[src/rtl/mac_stream_sender_pkg.sv]
// Shared types, widths and helpers for the MAC input stream sources.
package mac_stream_pkg;

  localparam int unsigned BEAT_W = 16;
  localparam int unsigned OPND_W = 8;

  // Frame position: IDLE waits for a descriptor, OPS streams operand pairs.
  typedef enum logic [0:0] {
    IDLE = 1'b0,
    OPS  = 1'b1
  } state_e;

  // Operand pair beat layout: A in the upper byte, B in the lower byte.
  function automatic logic [BEAT_W-1:0] pack_pair(input logic [OPND_W-1:0] a,
                                                  input logic [OPND_W-1:0] b);
    return {a, b};
  endfunction

endpackage

[src/rtl/mac_stream_sender_if.sv]
// Descriptor, operand and AXI-Stream signals of the MAC stream sender.
interface mac_stream_sender_if #(
  parameter int unsigned CNT_W = 16
);
  import mac_stream_pkg::*;

  logic                CMD_VALID;
  logic                CMD_READY;
  logic [BEAT_W-1:0]   CMD_BIAS;
  logic [CNT_W-1:0]    CMD_COUNT;

  logic                OP_VALID;
  logic                OP_READY;
  logic [OPND_W-1:0]   OP_A;
  logic [OPND_W-1:0]   OP_B;

  logic                MO_AXIS_TVALID;
  logic [BEAT_W-1:0]   MO_AXIS_TDATA;
  logic                MO_AXIS_TLAST;
  logic                MO_AXIS_TREADY;

  logic                BUSY;

  // Sender side: consumes descriptors/operands, drives the stream.
  modport master (
    input  CMD_VALID, CMD_BIAS, CMD_COUNT,
    input  OP_VALID, OP_A, OP_B,
    input  MO_AXIS_TREADY,
    output CMD_READY, OP_READY,
    output MO_AXIS_TVALID, MO_AXIS_TDATA, MO_AXIS_TLAST,
    output BUSY
  );

  // Environment side: upstream producers and downstream MAC.
  modport slave (
    output CMD_VALID, CMD_BIAS, CMD_COUNT,
    output OP_VALID, OP_A, OP_B,
    output MO_AXIS_TREADY,
    input  CMD_READY, OP_READY,
    input  MO_AXIS_TVALID, MO_AXIS_TDATA, MO_AXIS_TLAST,
    input  BUSY
  );

endinterface

[src/rtl/mac_stream_sender_axis_out_stage.sv]
// Single-stage AXI-Stream output register with free/load/hold control.
module axis_out_stage #(
  parameter int unsigned DATA_W = 16
) (
  input  logic              i_clk,
  input  logic              i_rst_n,
  input  logic              i_load,
  input  logic [DATA_W-1:0] i_data,
  input  logic              i_last,
  input  logic              i_tready,
  output logic              o_tvalid,
  output logic [DATA_W-1:0] o_tdata,
  output logic              o_tlast,
  output logic              o_free_c
);

  logic              r_tvalid;
  logic [DATA_W-1:0] r_tdata;
  logic              r_tlast;
  logic              w_free;

  // Register can take a new beat when empty or when its beat leaves this cycle.
  assign w_free = !r_tvalid || i_tready;

  // Load a new beat, drop valid once drained, otherwise hold data stable.
  always_ff @(posedge i_clk) begin
    if (!i_rst_n) begin
      r_tvalid <= 1'b0;
      r_tdata  <= '0;
      r_tlast  <= 1'b0;
    end else if (i_load) begin
      r_tvalid <= 1'b1;
      r_tdata  <= i_data;
      r_tlast  <= i_last;
    end else if (w_free) begin
      r_tvalid <= 1'b0;
    end
  end

  assign o_tvalid = r_tvalid;
  assign o_tdata  = r_tdata;
  assign o_tlast  = r_tlast;
  assign o_free_c = w_free;

endmodule

[src/rtl/mac_stream_sender.sv]
// Frames a bias descriptor and N operand pairs into the MAC input stream.
module mac_stream_sender
  import mac_stream_pkg::*;
#(
  parameter int unsigned CNT_W = 16
) (
  input  logic                ACLK,
  input  logic                ARESETN,
  mac_stream_sender_if.master bus
);

  state_e             r_state;
  state_e             w_next_state;
  logic [CNT_W-1:0]   r_remaining;
  logic [CNT_W-1:0]   w_next_remaining;

  logic               w_free;
  logic               w_load;
  logic [BEAT_W-1:0]  w_load_data;
  logic               w_load_last;
  logic               w_cmd_ready;
  logic               w_op_ready;
  logic               w_tvalid;

  // Frame state and operand countdown.
  always_ff @(posedge ACLK) begin
    if (!ARESETN) begin
      r_state     <= IDLE;
      r_remaining <= '0;
    end else begin
      r_state     <= w_next_state;
      r_remaining <= w_next_remaining;
    end
  end

  // Next state, ready generation and output-stage load selection.
  always_comb begin
    w_next_state     = r_state;
    w_next_remaining = r_remaining;
    w_cmd_ready      = 1'b0;
    w_op_ready       = 1'b0;
    w_load           = 1'b0;
    w_load_data      = '0;
    w_load_last      = 1'b0;

    case (r_state)
      IDLE: begin
        w_cmd_ready = w_free && ARESETN;
        if (bus.CMD_VALID && w_cmd_ready) begin
          w_load      = 1'b1;
          w_load_data = bus.CMD_BIAS;
          w_load_last = (bus.CMD_COUNT == '0);
          if (bus.CMD_COUNT != '0) begin
            w_next_remaining = bus.CMD_COUNT;
            w_next_state     = OPS;
          end
        end
      end
      OPS: begin
        w_op_ready = w_free && ARESETN;
        if (bus.OP_VALID && w_op_ready) begin
          w_load           = 1'b1;
          w_load_data      = pack_pair(bus.OP_A, bus.OP_B);
          w_load_last      = (r_remaining == CNT_W'(1));
          w_next_remaining = r_remaining - CNT_W'(1);
          if (r_remaining == CNT_W'(1)) begin
            w_next_state = IDLE;
          end
        end
      end
      default: begin
        w_next_state = IDLE;
      end
    endcase
  end

  axis_out_stage #(
    .DATA_W (BEAT_W)
  ) u_out_stage (
    .i_clk    (ACLK),
    .i_rst_n  (ARESETN),
    .i_load   (w_load),
    .i_data   (w_load_data),
    .i_last   (w_load_last),
    .i_tready (bus.MO_AXIS_TREADY),
    .o_tvalid (w_tvalid),
    .o_tdata  (bus.MO_AXIS_TDATA),
    .o_tlast  (bus.MO_AXIS_TLAST),
    .o_free_c (w_free)
  );

  assign bus.MO_AXIS_TVALID = w_tvalid;
  assign bus.CMD_READY      = w_cmd_ready;
  assign bus.OP_READY       = w_op_ready;
  assign bus.BUSY           = (r_state == OPS) || w_tvalid;

endmodule

[src/flat_wrapper.sv]
// flat-port wrapper written by rule: the top's interface ports become plain ports
module mac_stream_sender_flat import mac_stream_pkg::*;
#(
  parameter int unsigned CNT_W = 16
)
  (ACLK, ARESETN, bus_CMD_VALID, bus_CMD_BIAS, bus_CMD_COUNT, bus_OP_VALID, bus_OP_A, bus_OP_B, bus_MO_AXIS_TREADY, bus_CMD_READY, bus_OP_READY, bus_MO_AXIS_TVALID, bus_MO_AXIS_TDATA, bus_MO_AXIS_TLAST, bus_BUSY);
  mac_stream_sender_if #(.CNT_W(CNT_W)) bus_i ();
  input  logic ACLK;
  input  logic ARESETN;
  input wire logic [$bits(bus_i.CMD_VALID)-1:0] bus_CMD_VALID;
  input wire logic [$bits(bus_i.CMD_BIAS)-1:0] bus_CMD_BIAS;
  input wire logic [$bits(bus_i.CMD_COUNT)-1:0] bus_CMD_COUNT;
  input wire logic [$bits(bus_i.OP_VALID)-1:0] bus_OP_VALID;
  input wire logic [$bits(bus_i.OP_A)-1:0] bus_OP_A;
  input wire logic [$bits(bus_i.OP_B)-1:0] bus_OP_B;
  input wire logic [$bits(bus_i.MO_AXIS_TREADY)-1:0] bus_MO_AXIS_TREADY;
  output wire logic [$bits(bus_i.CMD_READY)-1:0] bus_CMD_READY;
  output wire logic [$bits(bus_i.OP_READY)-1:0] bus_OP_READY;
  output wire logic [$bits(bus_i.MO_AXIS_TVALID)-1:0] bus_MO_AXIS_TVALID;
  output wire logic [$bits(bus_i.MO_AXIS_TDATA)-1:0] bus_MO_AXIS_TDATA;
  output wire logic [$bits(bus_i.MO_AXIS_TLAST)-1:0] bus_MO_AXIS_TLAST;
  output wire logic [$bits(bus_i.BUSY)-1:0] bus_BUSY;
  assign bus_i.CMD_VALID = bus_CMD_VALID;
  assign bus_i.CMD_BIAS = bus_CMD_BIAS;
  assign bus_i.CMD_COUNT = bus_CMD_COUNT;
  assign bus_i.OP_VALID = bus_OP_VALID;
  assign bus_i.OP_A = bus_OP_A;
  assign bus_i.OP_B = bus_OP_B;
  assign bus_i.MO_AXIS_TREADY = bus_MO_AXIS_TREADY;
  assign bus_CMD_READY = bus_i.CMD_READY;
  assign bus_OP_READY = bus_i.OP_READY;
  assign bus_MO_AXIS_TVALID = bus_i.MO_AXIS_TVALID;
  assign bus_MO_AXIS_TDATA = bus_i.MO_AXIS_TDATA;
  assign bus_MO_AXIS_TLAST = bus_i.MO_AXIS_TLAST;
  assign bus_BUSY = bus_i.BUSY;
  mac_stream_sender #(.CNT_W(CNT_W)) u_core (.ACLK(ACLK), .ARESETN(ARESETN), .bus(bus_i));
endmodule
[config.mk]
export PLATFORM = sky130hd
export DESIGN_NAME = mac_stream_sender_flat
export DESIGN_NICKNAME = d
export VERILOG_FILES = /design/src/rtl/mac_stream_sender_pkg.sv /design/src/rtl/mac_stream_sender_if.sv /design/src/rtl/mac_stream_sender_axis_out_stage.sv /design/src/rtl/mac_stream_sender.sv /design/src/flat_wrapper.sv
export SDC_FILE = /design/constraint.sdc
export NUM_CORES = 1
export LEC_CHECK = 0
export BUFFER_PORTS_ARGS = -buffer_cell sky130_fd_sc_hd__buf_2
export CAP_MARGIN = 10
export CORE_AREA = 2 2 83 85
export CTS_CLUSTER_DIAMETER = 100
export DETAILED_ROUTE_END_ITERATION = 10
export DIE_AREA = 0 0 85 87
export HOLD_SLACK_MARGIN = 0.12
export PLACE_DENSITY = 0.65
export SYNTH_ARGS = -nofsm -noshare
export SYNTH_HDL_FRONTEND = slang
export SYNTH_HIERARCHICAL = 1
export SYNTH_SLANG_ARGS = --single-unit
[constraint.sdc]
create_clock -name ACLK -period 3 [get_ports ACLK]
set_input_delay 0.6 -clock ACLK [delete_from_list [all_inputs] [get_ports ACLK]]
set_output_delay 0.6 -clock ACLK [all_outputs]
set_load 0.1 [all_outputs]
==> impl_metrics.tcl, run 1 <==
set metrics [dict create \
    outcome "finished clean" \
    slowest_stage "and2_1" \
    synthSimpleGateAreaFrac 0.250 \
    drive_gt1_frac 0.321 \
    vias 1895 \
    synth_area_sq_um 1970 \
    clk_latency_ps 290 \
    finalSetupTns_ps 0 \
    clockBufferDepth 2 \
    wl_per_cell_um 13.2 \
    core_sq_um 6570 \
    slew_violations 0 \
    ys_seq_area_frac 0.355 \
    n_antenna_cell 0 \
    vdd_drop_max_v 0.000226 \
    relSlewSlack 0.548 \
    postCtsSetupBuffers 0 \
    period_needed_ps 2290 \
    synth_flop_cell "dfxtp_1" \
    grt_max_degree 33 \
    ctsHoldBuffers 0 \
    yosysTopAreaCell "dfxtp_1" \
    fp.dieW_um 85 \
    grt_usage 0.142 \
    start_kind "input pin" \
    synth_mux_area_frac 0.0913 \
    dp_cells 374 \
    synth-seq-cells 35 \
    postLayoutCoreUtil 0.380 \
    critical_path_arrival_ps 2480 \
    fp.dieH_um 87 \
    synth_compound_area_frac 0.234 \
    use_met3 0.0417 \
    end_kind "flip-flop" \
    syn_to_final_growth_pct 26.4 \
    power-per-cell-area_nw_per_um2 527 \
    synth_area_per_cell_sq_um 8.40 \
    tightestPinTransition_ps 677 \
    placed_area_sq_um 2380 \
    max_stage_delay_ps 570 \
    rr_worst_depth 7 \
    fin_worst_skew_ps 11.5 \
    synthCells 235 \
    cts_sinks 35 \
    dpl_worst_slack_ps 375 \
    synth.net_count 290 \
    synth_top_family_by_area "simple AND/OR/NAND/NOR gates" \
    yosys_warnings 6 \
    worstHoldEndpoint "u_core/r_remaining[11]" \
    start_util 0.301 \
    fillers 687 \
    worstHoldStart "u_core/r_remaining[11]" \
    path_class "in -> reg" \
    use_met2 0.219 \
    finalNetCount 356 \
    placement.io_buffers 73 \
    fmax_ghz 0.436 \
    finalHoldViolCount 0 \
    cts_resized 0 \
    r2r-end "u_core/r_remaining[14]" \
    drt_first_pass_iters 4 \
    grt_busiest_layer "met2" \
    cts_buffers 5 \
    design_area_sq_um 2490 \
    async_reset_ff_frac 0 \
    die_area_sq_um 7400 \
    synth_edf_count 0 \
    rsz0062_at_grt "false" \
    leakage_nw 1.06 \
    routabilityCongestion 0.768 \
    antenna_left 0 \
    viasPerCell 4.96 \
    ctsHtreeMaxLevel 2 \
    cap_violations 0 \
    grt-ovfl-total 0 \
    grt_use_met1 0.188 \
    synth-xor-area-share 0 \
    cp.buffers_inverters 1 \
    antenna_found_initial 0 \
    timing.final.crit_share 0.764 \
    synth.top_cell.area_share 0.355 \
    synth_area_leaders "dfxtp_1 (35%), mux2i_1 (9.1%), a22o_1 (7.1%)" \
    grt_pass1_wl_mm 8.40 \
    drt-initial-drc-count 90 \
    setup_ws_ps 708 \
    hold_path_class "reg -> reg" \
    route.detailed.drc 0 \
    cts_tree "yes" \
    dp_hpwl_mm 3.67 \
    cp_cell_sequence "buf_2, and3_1, and2_1, or2_2, mux2i_1, nor2b_1" \
    grt_pass1_vias 1775 \
    finalSetupViolations 0 \
    wl_mm 5.05 \
    root_buffer "clkbuf_8" \
    rows 30 \
    reg2reg_slack_ps 780 \
    synth_fa_ha_area_frac 0.0127 \
    num_io_pins 74 \
    clk_pin_slew_ps 80 \
    fin_cells 382 \
    cp.required_ps 3190 \
    cp_top_family "simple AND/OR/NAND/NOR gates" \
    ys_types 41 \
    reg2reg_from "u_core/r_remaining[0]" \
    hold_depth 2 \
    crit_fanout 18 \
]
synth_stat cells (4+ instances only):
library cell,count
clkbuf_1,12
o22ai_1,9
inv_1,4
nor2_1,15
nor4_1,6
a21oi_1,18
a21boi_0,5
or2_2,4
a22o_1,16
mux2i_1,18
nor2b_1,18
nand2b_1,5
nand2_1,20
o21ai_0,6
dfxtp_1,35
nor3_1,7
layer usage:
metal | vias to the layer above | wire length [um]
met4 | 0 | 52
li1 | 990 | -
met2 | 69 | 2210
met5 | - | 0
met1 | 831 | 2430
met3 | 5 | 352
placed cells by master (no fill, tap or decap), types with 5 or more instances in the layout:
master,instances
nand2_1,20
nor2_1,15
a21boi_0,5
mux2i_1,18
buf_2,73
o22ai_1,9
clkbuf_8,5
dfxtp_1,34
nor3_1,7
nor4_1,6
nor2b_1,18
a22o_1,16
o21ai_0,6
nand2b_1,5
a21oi_1,17
final cells by class:
class                           count  area [sq um]  share of cell area
Multi-Input combinational cell    177          1160               0.466
Sequential cell                    35           702               0.281
Timing Repair Buffer               77           395               0.158
Tap cell                           80           100              0.0401
Clock buffer                        5          68.8              0.0276
Clock inverter                      3          46.3              0.0186
Inverter                            5          18.8             0.00752
flip-flops by register name, summed over array words and instances (netlist names):
register and cells:
u_core/r_remaining 16, u_core/r_state 1, u_core/u_out_stage/o_tdata 16, u_core/u_out_stage/o_tlast 1, u_core/u_out_stage/o_tvalid 1
how the worst max path moves through the flow:
stage                  startpoint                        endpoint  cells past startpoint
2_1_floorplan  bus_MO_AXIS_TREADY  u_core/u_out_stage/o_tdata[10]                      9
3_3_place_gp              ARESETN      u_core/u_out_stage/o_tlast                      6
3_5_place_dp              ARESETN  u_core/u_out_stage/o_tdata[10]                      6
6_report                  ARESETN   u_core/u_out_stage/o_tdata[8]                      6
4_1_cts                   ARESETN   u_core/u_out_stage/o_tdata[8]                      6
5_1_grt        bus_MO_AXIS_TREADY  u_core/u_out_stage/o_tdata[11]                      7
worst min-delay path, cell delays in order (launching register included):
cell	delay, ps
dfxtp_1	310
nand2_1	50
o22ai_1	60
per-stage QoR:
stage / total power [mW] / hold slack [ps]
final: 1.32 / 470
after global routing: 1.39 / 496
after CTS: 1.33 / 464
after detailed placement: 0.888 / 454
after global placement: 0.883 / 449
after floorplan: 0.804 / 430
where the power goes:
group          switching, mW  leakage (nW)  internal, mW
logic                  0.228         0.724         0.133
clock network          0.188        0.0548         0.250
registers             0.0228         0.286         0.494
total                  0.439          1.06         0.877
kinds of logic after synthesis:
family,count (synthesis)
AND/OR/NAND/NOR,90
multiplexers,18
buffers and inverters,23
adder cells (fa/ha/maj),2
flip-flops,35
AO/OA/AOI/OAI,67
(Power assumes the default switching activity.)
==> run 2: changes to the inputs <==
--- a/config.mk
+++ b/config.mk
@@ -12,7 +12,7 @@
 export DETAILED_ROUTE_END_ITERATION = 10
 export DIE_AREA = 0 0 85 87
 export HOLD_SLACK_MARGIN = 0.12
-export PLACE_DENSITY = 0.65
+export PLACE_DENSITY = 0.67
 export SYNTH_ARGS = -nofsm -noshare
 export SYNTH_HDL_FRONTEND = slang
 export SYNTH_HIERARCHICAL = 1
==> constraint.sdc (replaced) <==
create_clock -name ACLK -period 2.1 [get_ports ACLK]
set_input_delay 0.42 -clock ACLK [delete_from_list [all_inputs] [get_ports ACLK]]
set_output_delay 0.42 -clock ACLK [all_outputs]
set_load 0.1 [all_outputs]
==> run 2 against run 1 <==
Against the previous run:
- register-to-register slack got worse by 740 ps
- sequential power increased by 43%
- combinational power grew 68%
- hold slack got worse by 69 ps
==> impl_metrics.tcl, run 2 (synthesis gave the netlist of run 1 again) <==
set metrics [dict create \
    placed_area_sq_um 2560 \
    placement.io_buffers 73 \
    power_mw 2.00 \
    setup_ws_ps 38.6 \
    fp.dieH_um 87 \
    n_antenna_cell 0 \
    cts_tree "yes" \
    syn_to_final_growth_pct 36.9 \
    clockBufferDepth 2 \
    clk_latency_ps 300 \
    crit_fanout 3 \
    core_sq_um 6570 \
    vias 1990 \
    relSlewSlack 0.630 \
    leakage_nw 1.17 \
    grt_pass1_vias 1865 \
    period_needed_ps 2060 \
    path_class "reg -> reg" \
    route.detailed.drc 0 \
    drive_gt1_frac 0.382 \
    outcome "finished clean" \
    finalSetupTns_ps 0 \
    vdd_drop_max_v 0.000352 \
    end_kind "flip-flop" \
    mostFrequentLayoutCells "buf_2 (70), dfxtp_1 (33), nand2_1 (20)" \
    final_common_cell "buf_2" \
    wl_mm 5.36 \
    multiInputGateArea_sq_um 1190 \
    design_area_sq_um 2700 \
    fillers 645 \
    drt-initial-drc-count 123 \
    die_area_sq_um 7400 \
    grt_pass1_wl_mm 8.79 \
    rows 30 \
    finalHoldViolCount 0 \
    tightestPinTransition_ps 556 \
    timing.final.crit_share 0.982 \
    cp_cell_sequence "inv_2, ha_2, or3b_4, or4_4, o31a_1, o211ai_2, o21ai_1" \
    critical_path_arrival_ps 2250 \
    num_io_pins 74 \
    fin_worst_skew_ps 12.8 \
    grt_max_degree 31 \
    layout.area.seq_sq_um 706 \
    rsz0062_at_grt "true" \
    grt-ovfl-total 0 \
    slowest_stage "or4_4" \
    root_buffer "clkbuf_8" \
    dp_hpwl_mm 3.94 \
    fp.dieW_um 85 \
    cp.required_ps 2290 \
    finalNetCount 371 \
    clk_pin_slew_ps 80 \
    finalSetupViolations 0 \
    ctsHtreeMaxLevel 2 \
    drt_first_pass_iters 4 \
    max_stage_delay_ps 550 \
    viasPerCell 5.01 \
    dpl_worst_slack_ps 19.3 \
    start_util 0.301 \
    fmax_ghz 0.485 \
    hold_path_class "in -> reg" \
    routabilityCongestion 0.812 \
    cap_violations 0 \
    start_kind "flip-flop" \
    antenna_found_initial 0 \
    slew_violations 0 \
    cts_sinks 35 \
    wl_per_cell_um 13.5 \
    cts_buffers 5 \
    grt_usage 0.147 \
    antenna_left 0 \
    reg2reg_slack_ps 40 \
    power-per-cell-area_nw_per_um2 738 \
]
==> run 2: cell types whose count changed in the layout (fill, tap and decap cells not counted), moves of 2 or more <==
cell	delta
inv_1	-2
buf_4	+14
buf_12	+4
buf_2	-3
inv_2	+2
==> run 2: critical path, delay by kind of cell (launching register included) <==
family                   cells  cell delay [ps]
adder cells (fa/ha/maj)      1              170
buffers and inverters        1               60
AO/OA/AOI/OAI                3              460
flip-flops                   1              320
AND/OR/NAND/NOR              2              930
==> run 2: layer usage <==
metal  global-route usage  part of all wire  vias up
li1                     -                 -     1011
met3               0.0531             0.090        7
met2                0.239              0.45       82
met4               0.0390             0.011        0
met1                0.186              0.45      890
met5                    0                 0        -
==> run 2: cell type report <==
class | count | area share
multi-input cells | 177 | 0.442
repair buffers | 92 | 0.209
well taps | 80 | 0.0370
clock inverters | 2 | 0.0130
flip-flops and latches | 35 | 0.261
inverters | 5 | 0.00694
clock buffers | 6 | 0.0306
==> run 2: worst paths after layout <==
| path | from | end | depth (start not counted) |
|---|---|---|---|
| max | u_core/r_remaining[0] | u_core/r_remaining[14] | 7 |
| min reg2reg | u_core/r_remaining[9] | u_core/r_remaining[9] | 2 |
| min | bus_CMD_COUNT[14] | u_core/r_remaining[14] | 3 |
| max reg2reg | u_core/r_remaining[0] | u_core/r_remaining[14] | 7 |
==> run 2: where the power goes <==
group / switching, mW / total (mW) / internal, mW
registers: 0.0326 / 0.739 / 0.706
clock network: 0.264 / 0.649 / 0.384
logic: 0.349 / 0.608 / 0.258
total: 0.646 / 2.00 / 1.35
==> run 2: what timing repair did <==
action	CTS	global route
endpoints found under the setup margin	0	2
gates resized for setup	0	7
hold buffers	0	0
buffers inserted	0	1
==> run 2: metrics by stage <==
step	instances	utilization	hold slack, ps
2_1_floorplan	235	-	430
3_3_place_gp	388	0.390	442
3_5_place_dp	388	0.390	451
4_1_cts	396	0.408	394
5_1_grt	397	0.411	442
6_report	397	0.411	401
==> run 3: changes to the inputs <==
--- a/config.mk
+++ b/config.mk
@@ -12,7 +12,7 @@
 export DETAILED_ROUTE_END_ITERATION = 10
 export DIE_AREA = 0 0 85 87
 export HOLD_SLACK_MARGIN = 0.12
-export PLACE_DENSITY = 0.67
+export PLACE_DENSITY = 0.65
 export SYNTH_ARGS = -nofsm -noshare
 export SYNTH_HDL_FRONTEND = slang
 export SYNTH_HIERARCHICAL = 1
==> constraint.sdc (replaced) <==
create_clock -name ACLK -period 2.25 [get_ports ACLK]
set_input_delay 0.45 -clock ACLK [delete_from_list [all_inputs] [get_ports ACLK]]
set_output_delay 0.45 -clock ACLK [all_outputs]
set_load 0.1 [all_outputs]
==> run 3 against run 2 <==
Against the previous run:
- setup slack better by 140 ps
- register-to-register slack better by 140 ps
- non-clock buffer count down 7
- sequential power down 6.4%
- wire length down 5.0%
- hold slack better by 44 ps
- via count down 1.7%
- largest power group unchanged
- highest routed layer unchanged
==> impl_metrics.tcl, run 3 (synthesis gave the netlist of run 1 again) <==
set metrics [dict create \
    clk_latency_ps 290 \
    p_switching_mw 0.591 \
    fp.dieH_um 87 \
    wl_per_cell_um 13.0 \
    cp_cell_sequence "or4_4, or4_4, o31a_1, o211ai_2, o21ai_1" \
    final_common_cell "buf_2" \
    power.share.clock 0.349 \
    cts_sinks 35 \
    drt_first_pass_iters 4 \
    route.detailed.drc 0 \
    dp_hpwl_mm 3.87 \
    cp-startpoint "u_core/r_remaining[8]" \
    num_io_pins 74 \
    cts_buffers 5 \
    end_kind "flip-flop" \
    die_area_sq_um 7400 \
    viasPerCell 5.02 \
    r2r-end "u_core/r_remaining[14]" \
    drive_gt1_frac 0.345 \
    vias 1957 \
    mostFrequentLayoutCells "buf_2 (71), dfxtp_1 (34), nand2_1 (20), nor2b_1 (18), mux2i_1 (18)" \
    outcome "finished clean" \
    routabilityCongestion 0.819 \
    placement.io_buffers 73 \
    ctsHoldBuffers 0 \
    crit_cells 5 \
    root_buffer "clkbuf_8" \
    antenna_found_initial 0 \
    crit_fanout 6 \
    cp-endpoint "u_core/r_remaining[14]" \
    relSlewSlack 0.598 \
    antenna_left 0 \
    fin_worst_skew_ps 4.76 \
    grt_max_degree 19 \
    postLayoutCoreUtil 0.398 \
    grt-ovfl-total 0 \
    period_needed_ps 2070 \
    switching_share 0.319 \
    finalSetupViolations 0 \
    power_mw 1.85 \
    cp_top_family "simple AND/OR/NAND/NOR gates" \
    p_comb_frac 0.277 \
    start_kind "flip-flop" \
    rr_worst_depth 5 \
    timing.final.crit_share 0.919 \
    cp.buffers_inverters 0 \
    grt_pass1_wl_mm 8.45 \
    clk_pin_slew_ps 80 \
    internal-power_mw 1.26 \
    vdd_drop_max_v 0.000340 \
    start_util 0.301 \
    core_sq_um 6570 \
    reg2reg_slack_ps 180 \
    leakage_nw 1.12 \
    power-per-cell-area_nw_per_um2 709 \
    critical_path_arrival_ps 2250 \
    fillers 668 \
    clockBufferDepth 2 \
    cap_violations 0 \
    cts_tree "yes" \
    hold_path_class "in -> reg" \
    fmax_ghz 0.484 \
    crit_top_cell "or4_4" \
    wl_mm 5.09 \
    slew_violations 0 \
    finalHoldViolCount 0 \
    max_stage_delay_ps 580 \
    tightestPinTransition_ps 598 \
    grt_usage 0.141 \
    ctsHtreeMaxLevel 2 \
    seq_power_share 0.374 \
    path_class "reg -> reg" \
    slowest_stage "or4_4" \
    cp.required_ps 2430 \
    syn_to_final_growth_pct 32.4 \
    reg2reg_from "u_core/r_remaining[8]" \
    grt_pass1_vias 1808 \
    finalNetCount 364 \
    n_antenna_cell 0 \
    fp.dieW_um 85 \
    finalSetupTns_ps 0 \
    rows 30 \
    drt-initial-drc-count 127 \
    rsz0062_at_grt "false" \
]
-- run 3: changes by cell type in the layout (fill, tap and decap cells not counted), sizes merged --
cell / change
clkinv: -1
clkinvlp: +1
buf: -7
-- run 3: through the flow --
stage | worst slack [ps] | area [sq um] | hold slack, ps | cells
6_report | 182 | 2610 | 445 | 390
5_1_grt | 106 | 2610 | 460 | 390
4_1_cts | 83.1 | 2610 | 447 | 390
3_5_place_dp | 97.1 | 2480 | 456 | 382
3_3_place_gp | 159 | 2480 | 448 | 382
2_1_floorplan | 41.1 | 1990 | 430 | 235
-- run 3: worst min-delay path by stage --
stage                                 startpoint                      to  slack, ps  cells after the start
final                          bus_CMD_COUNT[14]  u_core/r_remaining[14]        440                      3
after global routing           bus_CMD_COUNT[14]  u_core/r_remaining[14]        460                      3
after CTS                      bus_CMD_COUNT[14]  u_core/r_remaining[14]        450                      3
after detailed placement  u_core/r_remaining[11]  u_core/r_remaining[11]        460                      2
after global placement    u_core/r_remaining[11]  u_core/r_remaining[11]        450                      2
after floorplan           u_core/r_remaining[11]  u_core/r_remaining[11]        430                      2
-- run 3: cell type report --
class | instances | area (sq um) | area share
Multi-Input combinational cell | 177 | 1170 | 0.449
Clock inverter | 2 | 37.5 | 0.0144
Inverter | 5 | 18.8 | 0.00718
Tap cell | 80 | 100 | 0.0383
Clock buffer | 6 | 93.8 | 0.0359
Sequential cell | 35 | 704 | 0.270
Timing Repair Buffer | 85 | 485 | 0.186
-- run 3: worst reg2reg max path: cells and delay by family, from the launching register on --
family,cells,cell delay [ps]
flops,1,330
compound gates,3,470
simple gates,2,1160
-- run 3: timing repair --
action	CTS	global route
buffers inserted	0	0
resized for setup	0	1
endpoints found under the setup margin	0	1
-- run 3: routing by layer --
layer / track usage / wire, um
met1: 0.175 / 2280
met2: 0.225 / 2260
met3: 0.0531 / 482
met4: 0.0476 / 71
met5: 0 / 0
-- run 3: power groups by stage --
stage / combinational, mW / clock [mW] / sequential, mW
after CTS: 0.513 / 0.659 / 0.692
after floorplan: 0.320 / 0 / 0.753
after global routing: 0.559 / 0.693 / 0.699
final: 0.513 / 0.647 / 0.692
after detailed placement: 0.511 / 0 / 0.706
after global placement: 0.506 / 0 / 0.705
